### src/rtl/pixel_feed_ctrl_pkg.sv
// Shared FP32 field constants and sequencer state encoding for the pixel feed path.
// Optional build macro used by dependents: PIXEL_FEED_NORM_EN.
package pixel_feed_ctrl_pkg;

  localparam int unsigned FP32_SIGN_W = 1;
  localparam int unsigned FP32_EXP_W  = 8;
  localparam int unsigned FP32_MANT_W = 23;
  localparam int unsigned FP32_BIAS   = 127;
  localparam int unsigned NORM_SHIFT  = 8;

  typedef enum logic [1:0] {
    IDLE,
    FETCH,
    DRAIN,
    DONE
  } state_t;

endpackage

### src/rtl/pixel_feed_ctrl_if.sv
// Pixel RAM read port plus FP32 output stream; master = feed controller side.
interface pixel_feed_if #(
  parameter int unsigned ADDR_W = 18,
  parameter int unsigned CH     = 3
);
  localparam int unsigned CH_W = (CH > 1) ? $clog2(CH) : 1;

  logic              mem_rd_en;
  logic [ADDR_W-1:0] mem_addr;
  logic [7:0]        mem_rd_data;
  logic              out_valid;
  logic              out_ready;
  logic [31:0]       out_data;
  logic [CH_W-1:0]   out_ch;
  logic              out_last;

  modport master (
    output mem_rd_en, mem_addr,
    input  mem_rd_data,
    output out_valid, out_data, out_ch, out_last,
    input  out_ready
  );

  modport slave (
    input  mem_rd_en, mem_addr,
    output mem_rd_data,
    input  out_valid, out_data, out_ch, out_last,
    output out_ready
  );
endinterface

### src/rtl/pixel_feed_ctrl_u8_to_fp32.sv
// Exact combinational unsigned-byte to IEEE-754 single conversion.
// PIXEL_FEED_NORM_EN: scale result by 1/256 via the exponent bias only.
module u8_to_fp32
  import pixel_feed_ctrl_pkg::*;
(
  input  logic [7:0]  v,
  output logic [31:0] f
);
`ifdef PIXEL_FEED_NORM_EN
  localparam int unsigned EXP_BIAS = FP32_BIAS - NORM_SHIFT;
`else
  localparam int unsigned EXP_BIAS = FP32_BIAS;
`endif

  logic [2:0]             msb;
  logic [FP32_EXP_W-1:0]  exp_f;
  logic [FP32_MANT_W-1:0] mant;

  always_comb begin
    msb = '0;
    for (int unsigned i = 0; i < 8; i++) begin
      if (v[i]) msb = i[2:0];
    end
    // Left-justify under the hidden bit; the leading one falls off the top.
    mant  = FP32_MANT_W'({23'd0, v} << (5'd23 - {2'b00, msb}));
    exp_f = FP32_EXP_W'(EXP_BIAS + 32'(msb));
    f     = '0;
    if (v != 8'd0) f = {FP32_SIGN_W'(0), exp_f, mant};
  end

endmodule

### src/rtl/pixel_feed_ctrl.sv
// Streams one HWC byte image from pixel RAM as FP32 with channel/last tags.
// PIXEL_FEED_NORM_EN (in u8_to_fp32) selects v/256 output scaling.
module pixel_feed_ctrl
  import pixel_feed_ctrl_pkg::*;
#(
  parameter int unsigned IMG_W      = 224,
  parameter int unsigned IMG_H      = 224,
  parameter int unsigned CH         = 3,
  parameter int unsigned ADDR_W     = 18,
  parameter int unsigned FIFO_DEPTH = 2
) (
  input  logic              clk,
  input  logic              reset,
  input  logic              start,
  input  logic [ADDR_W-1:0] base_addr,
  output logic              busy,
  output logic              done,
  pixel_feed_if.master      bus
);
  localparam int unsigned N     = IMG_W * IMG_H * CH;
  localparam int unsigned CNT_W = (N > 1) ? $clog2(N) : 1;
  localparam int unsigned CH_W  = (CH > 1) ? $clog2(CH) : 1;
  localparam int unsigned PTR_W = $clog2(FIFO_DEPTH);
  localparam int unsigned OCC_W = PTR_W + 1;
  localparam logic [CNT_W-1:0] LAST_IDX = CNT_W'(N - 1);
  localparam logic [CH_W-1:0]  LAST_CH  = CH_W'(CH - 1);

  state_t            state_q, state_d;
  logic [ADDR_W-1:0] base_q, base_d;
  logic [CNT_W-1:0]  issue_cnt_q, issue_cnt_d;
  logic [CH_W-1:0]   issue_ch_q, issue_ch_d;
  logic              inflight_q, inflight_d;
  logic [CH_W-1:0]   tag_ch_q, tag_ch_d;
  logic              tag_last_q, tag_last_d;
  logic [31:0]       fifo_data_q [FIFO_DEPTH];
  logic [31:0]       fifo_data_d [FIFO_DEPTH];
  logic [CH_W-1:0]   fifo_ch_q   [FIFO_DEPTH];
  logic [CH_W-1:0]   fifo_ch_d   [FIFO_DEPTH];
  logic              fifo_last_q [FIFO_DEPTH];
  logic              fifo_last_d [FIFO_DEPTH];
  logic [PTR_W-1:0]  wr_ptr_q, wr_ptr_d, rd_ptr_q, rd_ptr_d;
  logic [OCC_W-1:0]  count_q, count_d;

  logic [31:0] conv_data;
  logic        rd_en, push, pop;

  u8_to_fp32 u_conv (
    .v (bus.mem_rd_data),
    .f (conv_data)
  );

  assign pop  = (count_q != '0) && bus.out_ready;
  assign push = inflight_q;
  // A slot freed by this cycle's pop is creditable, giving one read per cycle at depth 2.
  assign rd_en = (state_q == FETCH) &&
                 ((32'(count_q) + 32'(inflight_q) - 32'(pop)) < FIFO_DEPTH);

  always_comb begin
    state_d     = state_q;
    base_d      = base_q;
    issue_cnt_d = issue_cnt_q;
    issue_ch_d  = issue_ch_q;
    inflight_d  = rd_en;
    tag_ch_d    = issue_ch_q;
    tag_last_d  = (issue_cnt_q == LAST_IDX);
    fifo_data_d = fifo_data_q;
    fifo_ch_d   = fifo_ch_q;
    fifo_last_d = fifo_last_q;
    wr_ptr_d    = wr_ptr_q;
    rd_ptr_d    = rd_ptr_q;
    count_d     = count_q + OCC_W'(push) - OCC_W'(pop);

    case (state_q)
      IDLE: begin
        if (start) begin
          state_d     = FETCH;
          base_d      = base_addr;
          issue_cnt_d = '0;
          issue_ch_d  = '0;
        end
      end
      FETCH: begin
        if (rd_en) begin
          issue_cnt_d = issue_cnt_q + CNT_W'(1);
          issue_ch_d  = (issue_ch_q == LAST_CH) ? '0 : issue_ch_q + CH_W'(1);
          if (issue_cnt_q == LAST_IDX) state_d = DRAIN;
        end
      end
      DRAIN: begin
        if (pop && fifo_last_q[rd_ptr_q]) state_d = DONE;
      end
      DONE:    state_d = IDLE;
      default: state_d = IDLE;
    endcase

    if (push) begin
      fifo_data_d[wr_ptr_q] = conv_data;
      fifo_ch_d[wr_ptr_q]   = tag_ch_q;
      fifo_last_d[wr_ptr_q] = tag_last_q;
      wr_ptr_d              = wr_ptr_q + PTR_W'(1);
    end
    if (pop) rd_ptr_d = rd_ptr_q + PTR_W'(1);
  end

  always_ff @(posedge clk) begin
    if (reset) begin
      state_q     <= IDLE;
      base_q      <= '0;
      issue_cnt_q <= '0;
      issue_ch_q  <= '0;
      inflight_q  <= 1'b0;
      tag_ch_q    <= '0;
      tag_last_q  <= 1'b0;
      wr_ptr_q    <= '0;
      rd_ptr_q    <= '0;
      count_q     <= '0;
      for (int unsigned i = 0; i < FIFO_DEPTH; i++) begin
        fifo_data_q[i] <= '0;
        fifo_ch_q[i]   <= '0;
        fifo_last_q[i] <= 1'b0;
      end
    end else begin
      state_q     <= state_d;
      base_q      <= base_d;
      issue_cnt_q <= issue_cnt_d;
      issue_ch_q  <= issue_ch_d;
      inflight_q  <= inflight_d;
      tag_ch_q    <= tag_ch_d;
      tag_last_q  <= tag_last_d;
      wr_ptr_q    <= wr_ptr_d;
      rd_ptr_q    <= rd_ptr_d;
      count_q     <= count_d;
      fifo_data_q <= fifo_data_d;
      fifo_ch_q   <= fifo_ch_d;
      fifo_last_q <= fifo_last_d;
    end
  end

  assign busy          = (state_q != IDLE);
  assign done          = (state_q == DONE);
  assign bus.mem_rd_en = rd_en;
  assign bus.mem_addr  = rd_en ? base_q + ADDR_W'(issue_cnt_q) : '0;
  assign bus.out_valid = (count_q != '0);
  assign bus.out_data  = fifo_data_q[rd_ptr_q];
  assign bus.out_ch    = fifo_ch_q[rd_ptr_q];
  assign bus.out_last  = fifo_last_q[rd_ptr_q];

endmodule

### src/flat_wrapper.sv
// flat-port wrapper written by rule: the top's interface ports become plain ports
module pixel_feed_ctrl_flat import pixel_feed_ctrl_pkg::*;
#(
  parameter int unsigned IMG_W      = 224,
  parameter int unsigned IMG_H      = 224,
  parameter int unsigned CH         = 3,
  parameter int unsigned ADDR_W     = 18,
  parameter int unsigned FIFO_DEPTH = 2
)
  (clk, reset, start, base_addr, busy, done, bus_mem_rd_en, bus_mem_addr, bus_mem_rd_data, bus_out_valid, bus_out_data, bus_out_ch, bus_out_last, bus_out_ready);
  pixel_feed_if #(.ADDR_W(ADDR_W), .CH(CH)) bus_i ();
  input  logic clk;
  input  logic reset;
  input  logic start;
  input  logic [ADDR_W-1:0] base_addr;
  output logic busy;
  output logic done;
  output wire logic [$bits(bus_i.mem_rd_en)-1:0] bus_mem_rd_en;
  output wire logic [$bits(bus_i.mem_addr)-1:0] bus_mem_addr;
  input wire logic [$bits(bus_i.mem_rd_data)-1:0] bus_mem_rd_data;
  output wire logic [$bits(bus_i.out_valid)-1:0] bus_out_valid;
  output wire logic [$bits(bus_i.out_data)-1:0] bus_out_data;
  output wire logic [$bits(bus_i.out_ch)-1:0] bus_out_ch;
  output wire logic [$bits(bus_i.out_last)-1:0] bus_out_last;
  input wire logic [$bits(bus_i.out_ready)-1:0] bus_out_ready;
  assign bus_mem_rd_en = bus_i.mem_rd_en;
  assign bus_mem_addr = bus_i.mem_addr;
  assign bus_i.mem_rd_data = bus_mem_rd_data;
  assign bus_out_valid = bus_i.out_valid;
  assign bus_out_data = bus_i.out_data;
  assign bus_out_ch = bus_i.out_ch;
  assign bus_out_last = bus_i.out_last;
  assign bus_i.out_ready = bus_out_ready;
  pixel_feed_ctrl #(.IMG_W(IMG_W), .IMG_H(IMG_H), .CH(CH), .ADDR_W(ADDR_W), .FIFO_DEPTH(FIFO_DEPTH)) u_core (.clk(clk), .reset(reset), .start(start), .base_addr(base_addr), .busy(busy), .done(done), .bus(bus_i));
endmodule
### config.mk
export PLATFORM = sky130hd
export DESIGN_NAME = pixel_feed_ctrl_flat
export DESIGN_NICKNAME = d
export VERILOG_FILES = /design/src/rtl/pixel_feed_ctrl_pkg.sv /design/src/rtl/pixel_feed_ctrl_if.sv /design/src/rtl/pixel_feed_ctrl_u8_to_fp32.sv /design/src/rtl/pixel_feed_ctrl.sv /design/src/flat_wrapper.sv
export SDC_FILE = /design/constraint.sdc
export NUM_CORES = 1
export LEC_CHECK = 0
export BUFFER_PORTS_ARGS = -buffer_cell sky130_fd_sc_hd__buf_4
export CORE_ASPECT_RATIO = 2
export CORE_UTILIZATION = 60
export CTS_BUF_LIST = sky130_fd_sc_hd__clkbuf_4
export CTS_CLUSTER_SIZE = 28
export DETAILED_ROUTE_END_ITERATION = 12
export PLACE_DENSITY_LB_ADDON = 0.15
export SLEW_MARGIN = 10
export SYNTH_ARGS = -nofsm -noshare
export SYNTH_HDL_FRONTEND = slang
export SYNTH_HIERARCHICAL = 1
export SYNTH_SLANG_ARGS = --single-unit
### constraint.sdc
create_clock -name clk -period 3.7 [get_ports clk]
set_clock_uncertainty 0.2 [all_clocks]
set_input_delay 0.74 -clock clk [delete_from_list [all_inputs] [get_ports clk]]
set_output_delay 0.74 -clock clk [all_outputs]
set_load 0.01 [all_outputs]
==> reports/metrics.yaml <==
setup_path:
  path_max_fanout: 8
  path_buf_inv: 3
  critical_path.startpoint_type: "register"
  crit_top_cell: "mux2i_1"
  max_stage_delay_ns: 0.39
  crit_arrival_ns: 2.77
  cp_cell_sequence: "nand2_2, mux2i_1, ha_2, inv_2, fa_2, xnor2_2, nand4_1, buf_6, or2_4, mux2i_1, buf_4"
  critical-path-slowest-cell: "fa_2"
  crit_family: "adder cells"
  timing_worst_setup_path_type: "register to output port"
  required_ns: 2.76
  cp-end-kind: "output port"
pwr:
  ir_worst_vdd_v: 0.000408
  power_density_nw_per_um2: 460
  leakage_uw: 0.00295
yosys:
  synth_edf_count: 0
  seq_area_frac_synth_pct: 36.2
  synthFlopType: "dfxtp_1"
  syn_area_um2: 6520
  syn_area_per_cell_um2: 7.90
  yosysWarningCount: 6
  ys_ff_latch: 118
  syn_inst: 825
  synth.distinct_cells: 72
  async_flop_share_pct: 0
die:
  start_util_pct: 61.8
  die_width_um: 75.7
  die_h_um: 149
  ioPinCount: 87
  num_rows: 53
  core_area_um2: 10500
  die_area_um2: 11300
clock_tree:
  htree_levels: 4
  cts.sinks: 118
  clkLatencyLatePin_ns: 0.53
  cts_tree: "built"
  cts-buffers-inserted: 17
  cts.clk_slew.worst_paths_ns: 0.13
  root_buffer: "clkbuf_4"
  clk_path_buf_depth: 2
sta:
  finalWorstSetupSlack_ns: -0.00977
  rsz0062_at_grt: "true"
  period_share_pct: 100
  slew_viol_final: 0
  finalSetupViolations: 1
  finalHoldViolCount: 0
  whs_ns: 0.235
  worstMarginPinSlew_ns: 0.808
  layout_min_cycle_time_ns: 3.71
  tns_ns: -0.00977
  fmax_mhz: 270
  max-slew-margin-rel_pct: 46.1
placement:
  place_ws_ns: 0.0267
  dp_hpwl_mm: 12.0
  portBuffers: 86
  gp_congestion: 0.868
global_routing:
  grt_usage_pct: 30.9
  grt_overflow_total: 0
  antenna_found_initial: 1
  first_global_vias: 6013
  grt_max_degree: 53
  grt_pass1_wl_mm: 26.7
detailed_routing:
  wire_per_inst_um: 16.1
  wl_met2_mm: 9.63
  highest_layer: "met4"
  met1_length_mm: 5.99
  vias_per_cell: 5.74
  num_vias: 6051
  dr_wl_met3_um: 688
  ant_nets: 0
  wl_mm: 16.9
  drc: 0
  drt_pass1_iterations: 5
  drt_iter0_drc: 273
run_status:
  status: "finished with violations"
  violations: "setup timing"
cells_and_area:
  drive_gt1_share_pct: 23.8
  mostFrequentLayoutCell: "nand2_1"
  fillers: 865
  synthToLayoutAreaGrowth_pct: 16.1
  layout.nets: 963
  finalCoreUtilization_pct: 71.8
  final_cell_mix: "205 x nand2_1, 114 x a21oi_1, 114 x dfxtp_1, 105 x buf_4, 39 x nor2_1"
hold_path:
  min_path_type: "input port to register"
flow_run:
  cap_violations: 0
==> per-layer routing <==
| metal | up-vias | global-route usage (%) |
|---|---|---|
| li1 | 2957 | - |
| met1 | 2851 | 29.1 |
| met2 | 194 | 59.5 |
| met3 | 49 | 6.13 |
| met4 | 0 | 15.5 |
| met5 | - | 0 |
==> what timing repair did <==
action | 4_1_cts | 5_1_grt
gates resized for setup | 13 | 20
endpoints found under the setup margin | 19 | 10
pin swaps | 0 | 4
buffers inserted | 4 | 2
hold buffers | 0 | 0
==> sequential cells by signal, indices dropped and copies added, names as in the netlist <==
| name | count |
|---|---|
| u_core/issue_ch_q | 2 |
| u_core/issue_cnt_q | 18 |
| u_core/tag_last_q | 1 |
| u_core/state_q | 2 |
| u_core/fifo_data_q | 64 |
| u_core/tag_ch_q | 2 |
| u_core/fifo_ch_q | 4 |
| u_core/wr_ptr_q | 1 |
| u_core/base_q | 18 |
| u_core/inflight_q | 1 |
| u_core/fifo_last_q | 2 |
| u_core/count_q | 2 |
| u_core/rd_ptr_q | 1 |
==> where the power goes <==
part,switching [uW],internal (uW)
Sequential,82.3,1390
Combinational,698,490
Clock,542,280
Total,1320,2160
==> cell type report <==
cell class	count	area [um2]	share of cell area, %
sequential	118	2370	31.3
multi-input combinational	639	3880	51.3
timing repair buffer	108	822	10.9
antenna	1	2.50	0.0330
clock buffer	17	128	1.69
inverter	19	76.3	1.01
tap	137	171	2.26
clock inverter	15	118	1.55
==> through the flow <==
stage	std cells	cell area [um2]	power (uW)
2_1_floorplan	841	6580	2210
3_3_place_gp	1015	7180	2580
3_5_place_dp	1015	7180	2620
4_1_cts	1051	7480	3460
5_1_grt	1054	7570	3670
6_report	1054	7570	3480
==> cell families (layout without fill, tap and decap cells) <==
logic type	count (synthesis)	in the layout	synth area share, %
buf+inv	84	159	6.33
fa+ha+maj	30	30	5.99
simple gates	346	346	24.0
xor+xnor	24	24	3.34
other cells	1	18	0.0575
flops	118	118	36.2
compound gates	180	180	16.9
mux	42	42	7.14
==> cells in the mapped netlist, types with 7 or more instances <==
master | n | area, um2
nor4_1 | 8 | 50.1
mux2_2 | 36 | 405
xor2_1 | 7 | 61.3
nor2_1 | 40 | 150
ha_1 | 28 | 350
buf_4 | 20 | 150
a21oi_1 | 114 | 571
inv_1 | 16 | 60.1
and2_1 | 8 | 50.1
o21ai_0 | 16 | 80.1
xnor2_1 | 16 | 140
nor2b_1 | 9 | 56.3
nand3_1 | 14 | 70.1
nand2_1 | 206 | 773
nor3_1 | 18 | 90.1
o21a_1 | 8 | 60.1
clkbuf_1 | 35 | 131
dfxtp_1 | 118 | 2360
==> worst register-to-register path, cell delays in order, from the launching register on <==
cell and delay (ns):
dfxtp_4 0.37, nand2_2 0.05, mux2i_1 0.15, ha_2 0.22, inv_2 0.04, fa_2 0.39, xnor2_2 0.18, buf_4 0.15
a31oi_4 0.09, or2_1 0.30, or4_1 0.50, o211a_1 0.15
==> worst paths after layout <==
path                                         start             endpoint  slack [ns]  cells after the start
worst max-delay path             u_core/count_q[1]     bus_mem_addr[13]       -0.01                     11
worst min-delay path                  base_addr[2]     u_core/base_q[2]        0.23                      3
worst min register to register  u_core/tag_ch_q[1]  u_core/fifo_ch_q[3]        0.26                      2
worst max register to register   u_core/count_q[1]    u_core/state_q[0]        0.80                     11
(Power assumes the default switching activity.)
